[src/rtl/alu_arb_pkg.sv]
// Shared types and constants for the ALU share arbiter: FSM state encoding,
// opcode values and the operand width.
package alu_arb_pkg;

   localparam int W = 4;

   localparam logic OP_ADD = 1'b0;
   localparam logic OP_SUB = 1'b1;

   typedef enum logic [1:0] {
      IDLE = 2'd0,
      EXEC = 2'd1,
      RESP = 2'd2
   } state_t;

endpackage

[src/rtl/alu_share_arbiter_addsub4_sm.sv]
// Combinational 4-bit add / sign-magnitude subtract. Add returns {carry, sum};
// subtract returns {A<B, |A-B|}, so equal operands give all zeros.
module addsub4_sm
   import alu_arb_pkg::*;
(
   input  logic [W-1:0] i_a,
   input  logic [W-1:0] i_b,
   input  logic         i_op,
   output logic [W:0]   o_res
);

   always_comb begin
      o_res = '0;
      if (i_op == OP_ADD) begin
         o_res = {1'b0, i_a} + {1'b0, i_b};
      end else if (i_a < i_b) begin
         o_res = {1'b1, i_b - i_a};
      end else begin
         o_res = {1'b0, i_a - i_b};
      end
   end

endmodule

[src/rtl/alu_share_arbiter.sv]
// Round-robin arbiter sharing one add/subtract unit among N_REQ requesters.
// Optional build macro ALU_ARB_STATS_EN adds a saturating completed-op counter (op_count).
//
// state | meaning
// IDLE  | waiting for any req_valid; grants and latches the round-robin winner
// EXEC  | latched operands pass through the datapath into the result register
// RESP  | result held on rsp_* until rsp_ready
module alu_share_arbiter #(
   parameter int N_REQ = 4,
   parameter int W     = alu_arb_pkg::W
) (
   input  logic                       clk,
   input  logic                       rst,
   input  logic [N_REQ-1:0]           req_valid,
   output logic [N_REQ-1:0]           req_ready,
   input  logic [N_REQ*W-1:0]         req_a,
   input  logic [N_REQ*W-1:0]         req_b,
   input  logic [N_REQ-1:0]           req_op,
   output logic                       rsp_valid,
   input  logic                       rsp_ready,
   output logic [$clog2(N_REQ)-1:0]   rsp_id,
   output logic [W:0]                 rsp_data,
   output logic                       busy
`ifdef ALU_ARB_STATS_EN
   ,
   output logic [7:0]                 op_count
`endif
);

   import alu_arb_pkg::*;

   localparam int IDW = $clog2(N_REQ);

   state_t           r_state;
   state_t           w_state_nxt;
   logic [IDW-1:0]   r_last_grant;
   logic [IDW-1:0]   r_id;
   logic [IDW-1:0]   r_rsp_id;
   logic [IDW-1:0]   w_winner;
   logic [W-1:0]     r_a;
   logic [W-1:0]     r_b;
   logic             r_op;
   logic [W-1:0]     w_sel_a;
   logic [W-1:0]     w_sel_b;
   logic             w_sel_op;
   logic [W:0]       w_res;
   logic [W:0]       r_rsp_data;
   logic             r_rsp_valid;
   logic             r_busy;
   logic             w_accept;
   logic [N_REQ-1:0] w_grant;

   // First valid requester searching upward from last+1, wrapping around.
   function automatic logic [IDW-1:0] rr_pick(input logic [N_REQ-1:0] valid,
                                              input logic [IDW-1:0]   last);
      logic found;
      int   idx;
      rr_pick = '0;
      found   = 1'b0;
      for (int k = 1; k <= N_REQ; k++) begin
         idx = (int'(last) + k) % N_REQ;
         if (!found && valid[idx]) begin
            rr_pick = IDW'(idx);
            found   = 1'b1;
         end
      end
   endfunction

   always_comb begin
      w_winner = rr_pick(req_valid, r_last_grant);
      w_sel_a  = '0;
      w_sel_b  = '0;
      w_sel_op = OP_ADD;
      for (int i = 0; i < N_REQ; i++) begin
         if (w_winner == IDW'(i)) begin
            w_sel_a  = req_a[i*W +: W];
            w_sel_b  = req_b[i*W +: W];
            w_sel_op = req_op[i];
         end
      end
   end

   always_comb begin
      w_state_nxt = r_state;
      w_grant     = '0;
      case (r_state)
         IDLE: begin
            if (|req_valid) begin
               w_grant[w_winner] = 1'b1;
               w_state_nxt       = EXEC;
            end
         end
         EXEC:    w_state_nxt = RESP;
         RESP: begin
            if (rsp_ready) w_state_nxt = IDLE;
         end
         default: w_state_nxt = IDLE;
      endcase
   end

   assign w_accept  = (r_state == IDLE) && (|req_valid);
   // Gated by rst so no strobe escapes while the state register is being cleared.
   assign req_ready = rst ? w_grant : '0;

   addsub4_sm u_addsub (
      .i_a   (r_a),
      .i_b   (r_b),
      .i_op  (r_op),
      .o_res (w_res)
   );

   always_ff @(posedge clk) begin
      if (!rst) begin
         r_state      <= IDLE;
         r_last_grant <= IDW'(N_REQ - 1);
         r_id         <= '0;
         r_a          <= '0;
         r_b          <= '0;
         r_op         <= OP_ADD;
         r_rsp_id     <= '0;
         r_rsp_data   <= '0;
         r_rsp_valid  <= 1'b0;
         r_busy       <= 1'b0;
      end else begin
         r_state     <= w_state_nxt;
         r_rsp_valid <= (w_state_nxt == RESP);
         r_busy      <= (w_state_nxt != IDLE);
         if (w_accept) begin
            r_a          <= w_sel_a;
            r_b          <= w_sel_b;
            r_op         <= w_sel_op;
            r_id         <= w_winner;
            r_last_grant <= w_winner;
         end
         if (r_state == EXEC) begin
            r_rsp_data <= w_res;
            r_rsp_id   <= r_id;
         end
      end
   end

   assign rsp_valid = r_rsp_valid;
   assign rsp_id    = r_rsp_id;
   assign rsp_data  = r_rsp_data;
   assign busy      = r_busy;

`ifdef ALU_ARB_STATS_EN
   logic [7:0] r_op_count;

   always_ff @(posedge clk) begin
      if (!rst) begin
         r_op_count <= '0;
      end else if ((r_state == RESP) && rsp_ready && (r_op_count != 8'hFF)) begin
         r_op_count <= r_op_count + 8'd1;
      end
   end

   assign op_count = r_op_count;
`endif

endmodule

[config.mk]
export PLATFORM = sky130hd
export DESIGN_NAME = alu_share_arbiter
export DESIGN_NICKNAME = d
export VERILOG_FILES = /design/src/rtl/alu_arb_pkg.sv /design/src/rtl/alu_share_arbiter_addsub4_sm.sv /design/src/rtl/alu_share_arbiter.sv
export SDC_FILE = /design/constraint.sdc
export NUM_CORES = 1
export LEC_CHECK = 0
export ABC_AREA = 0
export ABC_CLOCK_PERIOD_IN_PS = 1980
export BUFFER_PORTS_ARGS = -buffer_cell sky130_fd_sc_hd__buf_2
export CAP_MARGIN = 20
export CORE_MARGIN = 2
export CORE_UTILIZATION = 40
export CTS_BUF_LIST = sky130_fd_sc_hd__clkbuf_8
export CTS_CLUSTER_DIAMETER = 40
export DETAILED_ROUTE_END_ITERATION = 8
export PLACE_DENSITY = 0.68
export SLEW_MARGIN = 20
export SYNTH_ARGS = -nofsm -noshare
export SYNTH_HDL_FRONTEND = slang
export SYNTH_SLANG_ARGS = --single-unit
[constraint.sdc]
create_clock -name clk -period 1.98 [get_ports clk]
set_clock_uncertainty 0.1 [all_clocks]
set_input_delay 0.594 -clock clk [delete_from_list [all_inputs] [get_ports clk]]
set_output_delay 0.594 -clock clk [all_outputs]
set_load 0.1 [all_outputs]
# Word-level counts from Yosys, hierarchy flattened
# Cells that the tools add are included.
[op_classes]
addsub = 7
magnitude_cmp = 7
n_eq_ne = 6
mux = 41
n_bitwise = 4
n_reduce_logical = 16
[op_table]
columns = ["op", "count"]
rows = [
  ["4-bit 2-to-1 mux", 11],
  ["3-bit by 4-bit < comparator with 1-bit output (second input constant)", 4],
  ["1-bit 2-to-1 mux", 16],
  ["2-bit 2-to-1 mux", 6],
  ["5-bit 2-to-1 mux", 2],
  ["1-bit binary-select mux with 2-bit select", 4],
  ["2-bit equality test (second input constant)", 4],
  ["2-bit OR reduction", 4],
  ["4-bit subtractor", 2],
  ["2-bit case mux with 3 select lines", 1],
  ["4-bit by 4-bit adder with 5-bit output", 1],
  ["1-bit logical AND", 5],
  ["2-bit by 1-bit adder with 2-bit output (second input constant)", 2],
  ["2-bit adder (second input constant)", 2],
  ["1-bit AND (first input constant)", 4],
  ["2-bit by 1-bit equality test with 1-bit output (second input constant)", 2],
  ["2-bit logical NOT", 2],
  ["4-bit < comparator", 1],
  ["4-bit OR reduction", 1],
  ["1-bit logical NOT", 3],
  ["2-bit by 3-bit < comparator with 1-bit output (second input constant)", 1],
  ["1-bit demux with 2-bit select", 1],
  ["2-bit by 1-bit greater-or-equal comparator with 1-bit output (second input constant)", 1],
  ["2-bit nonzero test", 1],
]
[totals]
ff_bits = 24
inputBits = 43

# Logic depth before layout (Yosys ltp)
# Gate-level depths: netlist of the first run.
[depth]
word_depth = 23
ltp_mapped = 8
mapped_depth_nobuf = 8

# Modules after synthesis
# From an unflattened synthesis of the first run, not the netlist that was laid out.
[hier_totals]
hier_cells = 200
area_unflattened_um2 = 1677.9
[modules_own_cells]
columns = ["module", "n_inst", "cells_each", "area_each_um2", "seq_area_each_um2"]
rows = [
  ["alu_share_arbiter", 1, 149, 1248.7, 480.5],
  ["addsub4_sm", 1, 51, 429.2, 0.0],
]

# Least setup slack after synthesis of the first run
# Ideal clock, no wire load.
[synth_timing]
path_type = "input port to output port"
from = "in req_valid[3]"
to = "out req_ready[0]"
arrival_ns = 3.310
slack_ns = -2.024
path_stages = 5
n_path_buf = 1
path_cell_list = "nor2_1 a31oi_1 and2_2 clkbuf_8 nor3_1"
[synth_between]
elab_chain_len = 20
[synth_rtl]
columns = ["element", "line", "rtl"]
rows = [
  ["from (decl)", "alu_share_arbiter.sv:14", "input logic [N_REQ-1:0] req_valid,"],
  ["1-bit binary-select mux with 2-bit select", "alu_share_arbiter.sv:62", "if (!found && valid[idx]) begin"],
  ["1-bit 2-to-1 mux (implied by the code) (2 in series)", "alu_share_arbiter.sv:62", ""],
  ["1-bit 2-to-1 mux", "alu_share_arbiter.sv:62", ""],
  ["1-bit logical NOT", "alu_share_arbiter.sv:62", ""],
  ["1-bit logical AND", "alu_share_arbiter.sv:62", ""],
  ["1-bit 2-to-1 mux", "alu_share_arbiter.sv:62", ""],
  ["1-bit logical NOT", "alu_share_arbiter.sv:62", ""],
  ["1-bit logical AND", "alu_share_arbiter.sv:62", ""],
  ["[... 3 more ...]", "-", ""],
  ["2-bit 2-to-1 mux", "alu_share_arbiter.sv:62", ""],
  ["2-bit by 3-bit < comparator with 1-bit output (implied by the code) / 2-bit by 1-bit greater-or-equal comparator with 1-bit output (equally long branches)", "alu_share_arbiter.sv:89", "w_grant[w_winner] = 1'b1;"],
  ["1-bit logical AND (implied by the code)", "alu_share_arbiter.sv:89", ""],
  ["1-bit 2-to-1 mux (implied by the code)", "alu_share_arbiter.sv:89", ""],
  ["1-bit demux with 2-bit select", "alu_share_arbiter.sv:89", ""],
  ["4-bit 2-to-1 mux (*)", "alu_share_arbiter.sv:88", "if (|req_valid) begin"],
  ["4-bit 2-to-1 mux (*)", "alu_share_arbiter.sv:86", "case (r_state)"],
  ["4-bit 2-to-1 mux (*)", "alu_share_arbiter.sv:103", "assign req_ready = rst ? w_grant : '0;"],
  ["to (decl)", "alu_share_arbiter.sv:15", "output logic [N_REQ-1:0] req_ready,"],
]
# Mark *: on every way between the ends. The rest lies on a longest branch, timed or not. The select of a mux whose other input is x is not followed.

# Final worst setup path of the first run
[layout_timing]
from = "reg r_last_grant[1]"
to = "out req_ready[0]"
[layout_between]
elab_chain_len = 21
[layout_rtl]
columns = ["element", "line", "rtl"]
rows = [
  ["from (decl)", "alu_share_arbiter.sv:36", "logic [IDW-1:0] r_last_grant;"],
  ["from (signal assigned)", "alu_share_arbiter.sv:115", "r_last_grant <= IDW'(N_REQ - 1);"],
  ["from (signal assigned)", "alu_share_arbiter.sv:133", "r_last_grant <= w_winner;"],
  ["2-bit by 1-bit adder with 2-bit output", "alu_share_arbiter.sv:61", "idx = (int'(last) + k) % N_REQ;"],
  ["1-bit binary-select mux with 2-bit select", "alu_share_arbiter.sv:62", ""],
  ["1-bit 2-to-1 mux (implied by the code) (2 in series)", "alu_share_arbiter.sv:62", ""],
  ["1-bit 2-to-1 mux", "alu_share_arbiter.sv:62", ""],
  ["1-bit logical NOT", "alu_share_arbiter.sv:62", ""],
  ["1-bit logical AND", "alu_share_arbiter.sv:62", ""],
  ["1-bit 2-to-1 mux", "alu_share_arbiter.sv:62", ""],
  ["1-bit logical NOT", "alu_share_arbiter.sv:62", ""],
  ["[... 4 more ...]", "-", ""],
  ["2-bit 2-to-1 mux (*)", "alu_share_arbiter.sv:62", ""],
  ["2-bit by 3-bit < comparator with 1-bit output (implied by the code) / 2-bit by 1-bit greater-or-equal comparator with 1-bit output (equally long branches)", "alu_share_arbiter.sv:89", ""],
  ["1-bit logical AND (implied by the code)", "alu_share_arbiter.sv:89", ""],
  ["1-bit 2-to-1 mux (implied by the code)", "alu_share_arbiter.sv:89", ""],
  ["1-bit demux with 2-bit select (*)", "alu_share_arbiter.sv:89", ""],
  ["4-bit 2-to-1 mux (*)", "alu_share_arbiter.sv:88", ""],
  ["4-bit 2-to-1 mux (*)", "alu_share_arbiter.sv:86", ""],
  ["4-bit 2-to-1 mux (*)", "alu_share_arbiter.sv:103", ""],
]
# Marked as above.

==> flow_metrics.py, run 1 <==
metrics = {
    "outcome": {
        "status": "complete, but fails checks",
        "violations": "setup timing",
    },
    "power": {
        "leakagePower_nw": 1.16,
        "combPwrFrac": 0.524,
        "p_total_w": 0.00219,
        "switchingPower_w": 0.000895,
        "clock_power_share": 0.193,
        "sw_frac_of_total": 0.408,
        "powerDensity_nw_per_um2": 848,
        "seq_power_share": 0.283,
        "peakVddDrop_v": 0.000523,
        "p_int_w": 0.00130,
    },
    "global_route": {
        "grt_usage": 0.202,
        "grt_pass1_wl_um": 8180,
        "grt_max_degree": 26,
        "antenna_found_initial": 0,
        "grt-ovfl-total": 0,
        "grt_pass1_vias": 1835,
    },
    "worst_setup_path": {
        "end_kind": "primary output",
        "arrival_ns": 1.63,
        "max_stage_delay_ns": 0.40,
        "required_ns": 1.29,
        "r2r_slack_ns": 0.07,
        "r2r_cells": 8,
        "cp_slowest_cell": "dfxtp_4",
        "crit_path_max_fanout": 7,
        "crit_chain": "buf_4 > nand2_1 > o22a_2 > and2_4 > nor3_4 > buf_12",
        "worstReg2RegEnd": "rsp_data[1]",
        "crit_path_start_kind": "flop",
        "crit_type": "reg -> out",
        "rr_startpoint": "r_a[0]",
    },
    "clocking": {
        "root_buffer": "clkbuf_8",
        "cts_made_buffers": 3,
        "clk_path_buf_depth": 2,
        "htree_levels": 1,
        "clock-sinks": 24,
        "clk_latency_ns": 0.26,
        "path_clk_slew_ns": 0.08,
        "cts_tree": "yes",
    },
    "sta": {
        "min_period_ns": 2.33,
        "worst_pin_slew_ns": 0.493,
        "clock.fmax_mhz": 430,
        "layout_setup_ws_ns": -0.346,
        "slew_headroom": 0.674,
        "slew_viol_final": 0,
        "hold_viol_final": 0,
        "rsz0062_at_grt": "true",
        "final.period_utilization": 1.17,
        "setup_violations": 4,
        "whs_ns": 0.359,
    },
    "place": {
        "dp_hpwl_um": 3760,
        "portBuffers": 55,
        "placed_cell_area_um2": 2350,
        "gp_congestion": 0.856,
        "placed_cells": 341,
    },
    "layout": {
        "design_area_um2": 2580,
        "area_delta_synth_final_pct": 46.2,
        "final_util": 0.602,
        "drive_above_1_share": 0.424,
        "n_antenna_cell": 0,
        "finalNonFillerCells": 349,
        "nets": 355,
    },
    "logic_synthesis": {
        "yosys.cell_types.count": 48,
        "ys_warn_count": 0,
        "synth_ff_type": "dfxtp_1",
        "async_flop_share": 0,
        "avgSynthCellArea_um2": 8.10,
        "ys_seq_elements": 24,
        "synth-edff-count": 0,
        "yosys.cell_count.top_type": "dfxtp_1",
        "yosysTopAreaCell": "dfxtp_1",
        "yosys-top-cells-area": "dfxtp_1 (27%), ha_1 (7.8%), a211oi_1 (5.5%)",
        "syn_inst": 218,
        "seq_area_frac_synth": 0.272,
        "synth_common_cells": "dfxtp_1 (24), inv_1 (21), nand2_1 (17)",
        "syn-num-nets": 275,
        "synthesis.area_um2": 1770,
        "synth_top_area_share": 0.272,
    },
    "die": {
        "die-area_um2": 4960,
        "die_w_um": 70.5,
        "die_h_um": 70.5,
        "rows": 24,
        "initial_core_util": 0.411,
        "io-pin-count": 56,
        "core_um2": 4290,
    },
    "detailed_routing": {
        "post_drt_wl_per_cell_um": 14.0,
        "final_antenna_net_count": 0,
        "drt_pass1_iterations": 4,
        "routed_wl_um": 4880,
        "vias": 1838,
        "drtIter0Drc": 83,
        "viasPerCell": 5.27,
        "drc": 0,
    },
    "min_path": {
        "hold_end": "rsp_data[4]",
        "hp-class": "reg -> reg",
        "holdCritStartpoint": "rsp_data[4]",
        "hold_depth": 2,
    },
    "run": {
        "maxCapViolCount": 0,
    },
}
==> cells by family after synthesis <==
family	synth area share
flip-flops	0.272
adder cells (fa/ha/maj)	0.112
AO/OA/AOI/OAI	0.319
XOR/XNOR	0.00496
multiplexers	0.0170
buffers and inverters	0.0906
AND/OR/NAND/NOR	0.184
==> worst max path at each step <==
stage / start / endpoint / slack (ns) / cells after the start
6_report: r_last_grant[1] / req_ready[0] / -0.35 / 6
5_1_grt: r_last_grant[1] / req_ready[0] / -0.40 / 5
4_1_cts: r_last_grant[1] / req_ready[0] / -0.35 / 5
3_5_place_dp: req_valid[1] / req_ready[0] / -0.37 / 6
3_3_place_gp: req_valid[1] / req_ready[0] / -0.37 / 6
2_1_floorplan: req_valid[3] / req_ready[0] / -0.73 / 5
==> sequential cells by signal, summed over array words and instances (netlist names) <==
name / cells
busy: 1
r_a: 4
r_b: 4
r_id: 2
r_last_grant: 2
r_op: 1
r_state: 2
rsp_data: 5
rsp_id: 2
rsp_valid: 1
==> worst max-delay path, delay by kind of cell, from the launching register on <==
kind / cells / cell delay (ns)
buffers and inverters: 2 / 0.33
AOI/OAI and AO/OA: 1 / 0.21
and+or+nand+nor: 3 / 0.43
DFF: 1 / 0.40
==> stage by stage <==
step                      worst slack (ns)  setup TNS, ns
after floorplan                     -0.733          -2.28
after global placement              -0.371          -1.37
after detailed placement            -0.370          -1.55
after CTS                           -0.354          -1.13
after global routing                -0.405          -1.39
final                               -0.346          -1.13
==> routing by layer <==
metal / GRT usage / routed length [um]
met4: 0.0769 / 44
met2: 0.344 / 2420
met5: 0 / 0
met3: 0.0404 / 253
met1: 0.250 / 2160
==> timing repair <==
action | 4_1_cts | 5_1_grt
hold buffers | 0 | 0
setup endpoints to repair | 5 | 9
gates resized for setup | 22 | 18
buffers inserted | 3 | 1
pin swaps | 15 | 14
==> cell type report <==
cell class / count / area (um^2)
Tap cell: 52 / 65.1
Clock buffer: 3 / 41.3
Timing Repair Buffer: 86 / 613
Clock inverter: 1 / 30.0
Multi-Input combinational cell: 161 / 1260
Sequential cell: 24 / 487
Inverter: 22 / 87.6
Fill cell: 374 / 1710
==> power groups by stage <==
stage	clock network [W]	registers, W	logic [W]
detailed placement	0	0.000626	0.00105
finish	0.000423	0.000620	0.00115
global placement	0	0.000624	0.00104
CTS	0.000434	0.000616	0.00109
global route	0.000453	0.000633	0.00124
floorplan	0	0.000764	0.000600
==> layout by cell type, fill, tap and decap left out, drive strengths merged, types with 2 or more instances in the layout <==
| cell | synthesis | routed |
|---|---|---|
| a211oi | 14 | 14 |
| a21boi | 6 | 6 |
| nor2b | 6 | 6 |
| o211ai | 3 | 3 |
| o21a | 2 | 2 |
| mux2i | 3 | 3 |
| o31ai | 2 | 2 |
| o311ai | 2 | 2 |
| buf | 5 | 86 |
| inv | 21 | 21 |
| nor2 | 11 | 11 |
| nor3 | 2 | 2 |
| a31oi | 6 | 6 |
| ha | 11 | 11 |
| fa | 3 | 3 |
| and2 | 2 | 2 |
| o22ai | 3 | 3 |
| nand2 | 18 | 18 |
| a21oi | 8 | 8 |
| o21ai | 21 | 21 |
| nand3 | 11 | 11 |
| o221ai | 6 | 6 |
| clkbuf | 6 | 3 |
| nand2b | 3 | 3 |
| dfxtp | 24 | 24 |
| nand3b | 7 | 7 |
Note: power is estimated with default switching activity, not from simulation.
==> inputs of run 2 (changes only) <==
- CAP_MARGIN: 20 -> default
- CORE_MARGIN: 2 -> 3
==> flow_metrics.py, run 2 (synthesis gave the netlist of run 1 again) <==
metrics = {
    "worst_setup_path": {
        "arrival_ns": 1.61,
        "max_stage_delay_ns": 0.22,
        "cp_top_family": "buffers and inverters",
        "worst-path-buf-inv": 3,
        "crit_path_start_kind": "input pin",
        "end_kind": "primary output",
        "required_ns": 1.29,
        "crit_chain": "buf_12 > buf_6 > o22a_2 > and2_4 > nor3_4 > buf_12",
        "path_common_cell": "buf_12",
        "crit_path_max_fanout": 5,
        "cp_slowest_cell": "nor3_4",
        "crit_type": "in -> out",
    },
    "clocking": {
        "clk_path_buf_depth": 2,
        "htree_levels": 1,
        "cts_tree": "yes",
        "clock-sinks": 24,
        "cts_made_buffers": 3,
        "cts_hold_buf": 0,
        "path_clk_slew_ns": 0.09,
        "root_buffer": "clkbuf_8",
        "clk_latency_ns": 0.26,
    },
    "layout": {
        "final_common_cell": "buf_2",
        "fill_cells": 359,
        "design_area_um2": 2640,
        "n_antenna_cell": 0,
        "area_delta_synth_final_pct": 49.3,
        "regArea_um2": 487,
        "finalNonFillerCells": 348,
        "multi_input_area_um2": 1280,
        "final_cell_mix": "buf_2 (47), buf_4 (27), dfxtp_1 (21), inv_1 (20), nand2_1 (17)",
        "largest_reg_flops": 5,
        "final_util": 0.636,
        "drive_above_1_share": 0.423,
        "nets": 356,
    },
    "place": {
        "gp_congestion": 0.821,
        "dp_hpwl_um": 3870,
        "placed_cell_area_um2": 2350,
        "portBuffers": 55,
        "placed_cells": 340,
    },
    "min_path": {
        "hp-class": "reg -> reg",
    },
    "die": {
        "die-area_um2": 5250,
        "core_um2": 4140,
        "rows": 23,
        "initial_core_util": 0.426,
        "die_h_um": 72.5,
        "die_w_um": 72.5,
        "io-pin-count": 56,
    },
    "outcome": {
        "status": "complete, but fails checks",
        "violations": "setup timing",
    },
    "sta": {
        "layout_setup_ws_ns": -0.325,
        "final.period_utilization": 1.16,
        "clock.fmax_mhz": 434,
        "slew_headroom": 0.671,
        "rsz0062_at_grt": "true",
        "worst_pin_slew_ns": 0.498,
        "setup_violations": 4,
        "slew_viol_final": 0,
        "hold_viol_final": 0,
        "min_period_ns": 2.31,
    },
    "global_route": {
        "grt_pass1_wl_um": 8010,
        "grt-ovfl-total": 0,
        "grt_usage": 0.189,
        "grt_max_degree": 26,
        "grt_pass1_vias": 1816,
        "antenna_found_initial": 0,
    },
    "detailed_routing": {
        "routed_wl_um": 4910,
        "post_drt_wl_per_cell_um": 14.1,
        "drc": 0,
        "drt_pass1_iterations": 4,
        "viasPerCell": 5.32,
        "vias": 1852,
        "final_antenna_net_count": 0,
        "drtIter0Drc": 83,
    },
    "power": {
        "peakVddDrop_v": 0.000510,
        "leakagePower_nw": 1.19,
        "powerDensity_nw_per_um2": 842,
    },
    "run": {
        "maxCapViolCount": 0,
    },
}
## run 2: cell types whose count changed in the layout (fill, tap and decap cells not counted), sizes merged
cell | before | now
buf | 86 | 87
## run 2: stage by stage
| stage | hold WS, ns | setup TNS, ns | total power (W) | setup slack, ns |
|---|---|---|---|---|
| after floorplan | 0.338 | -2.28 | 0.00136 | -0.733 |
| after global placement | 0.349 | -1.31 | 0.00166 | -0.361 |
| after detailed placement | 0.356 | -1.54 | 0.00168 | -0.387 |
| after CTS | 0.369 | -1.06 | 0.00214 | -0.329 |
| after global routing | 0.388 | -1.43 | 0.00237 | -0.399 |
| final | 0.367 | -1.17 | 0.00222 | -0.325 |
## run 2: area by class of cell
class / count / area share
sequential: 24 / 0.185
clock inverter: 1 / 0.0114
inverter: 22 / 0.0332
timing repair buffer: 87 / 0.245
clock buffer: 3 / 0.0157
multi-input combinational: 161 / 0.487
tap: 50 / 0.0237
## run 2: tightest hold or removal path, cell delays in order, from the launching register on
cell and delay (ns):
dfxtp_1 0.32, nand2_1 0.05, a21boi_0 0.06
## run 2: where the power goes
part / total, W / switching, W / leakage (nW) / internal (W)
clock network: 0.000420 / 0.000150 / 0.0357 / 0.000270
logic: 0.00118 / 0.000685 / 0.953 / 0.000496
registers: 0.000620 / 0.0000648 / 0.198 / 0.000555
## run 2: worst paths after layout
kind | from | endpoint | slack (ns) | cells after the start
hold reg to reg | rsp_id[1] | rsp_id[1] | 0.37 | 2
setup reg to reg | r_last_grant[1] | r_a[3] | 0.06 | 7
hold / removal | rsp_id[1] | rsp_id[1] | 0.37 | 2
setup / recovery | req_valid[3] | req_ready[0] | -0.33 | 6
## run 2: timing repair
| action | 4_1_cts | 5_1_grt |
|---|---|---|
| pin swaps | 14 | 15 |
| resized for setup | 26 | 19 |
| setup buffers | 1 | 3 |
| gates cloned | 0 | 0 |
| setup endpoints to repair | 7 | 7 |
## run 2: metal layers
metal | track usage | wire length, um
met2 | 0.335 | 2430
met5 | 0 | 0
met3 | 0.0416 | 295
met4 | 0.0533 | 48
met1 | 0.228 | 2130
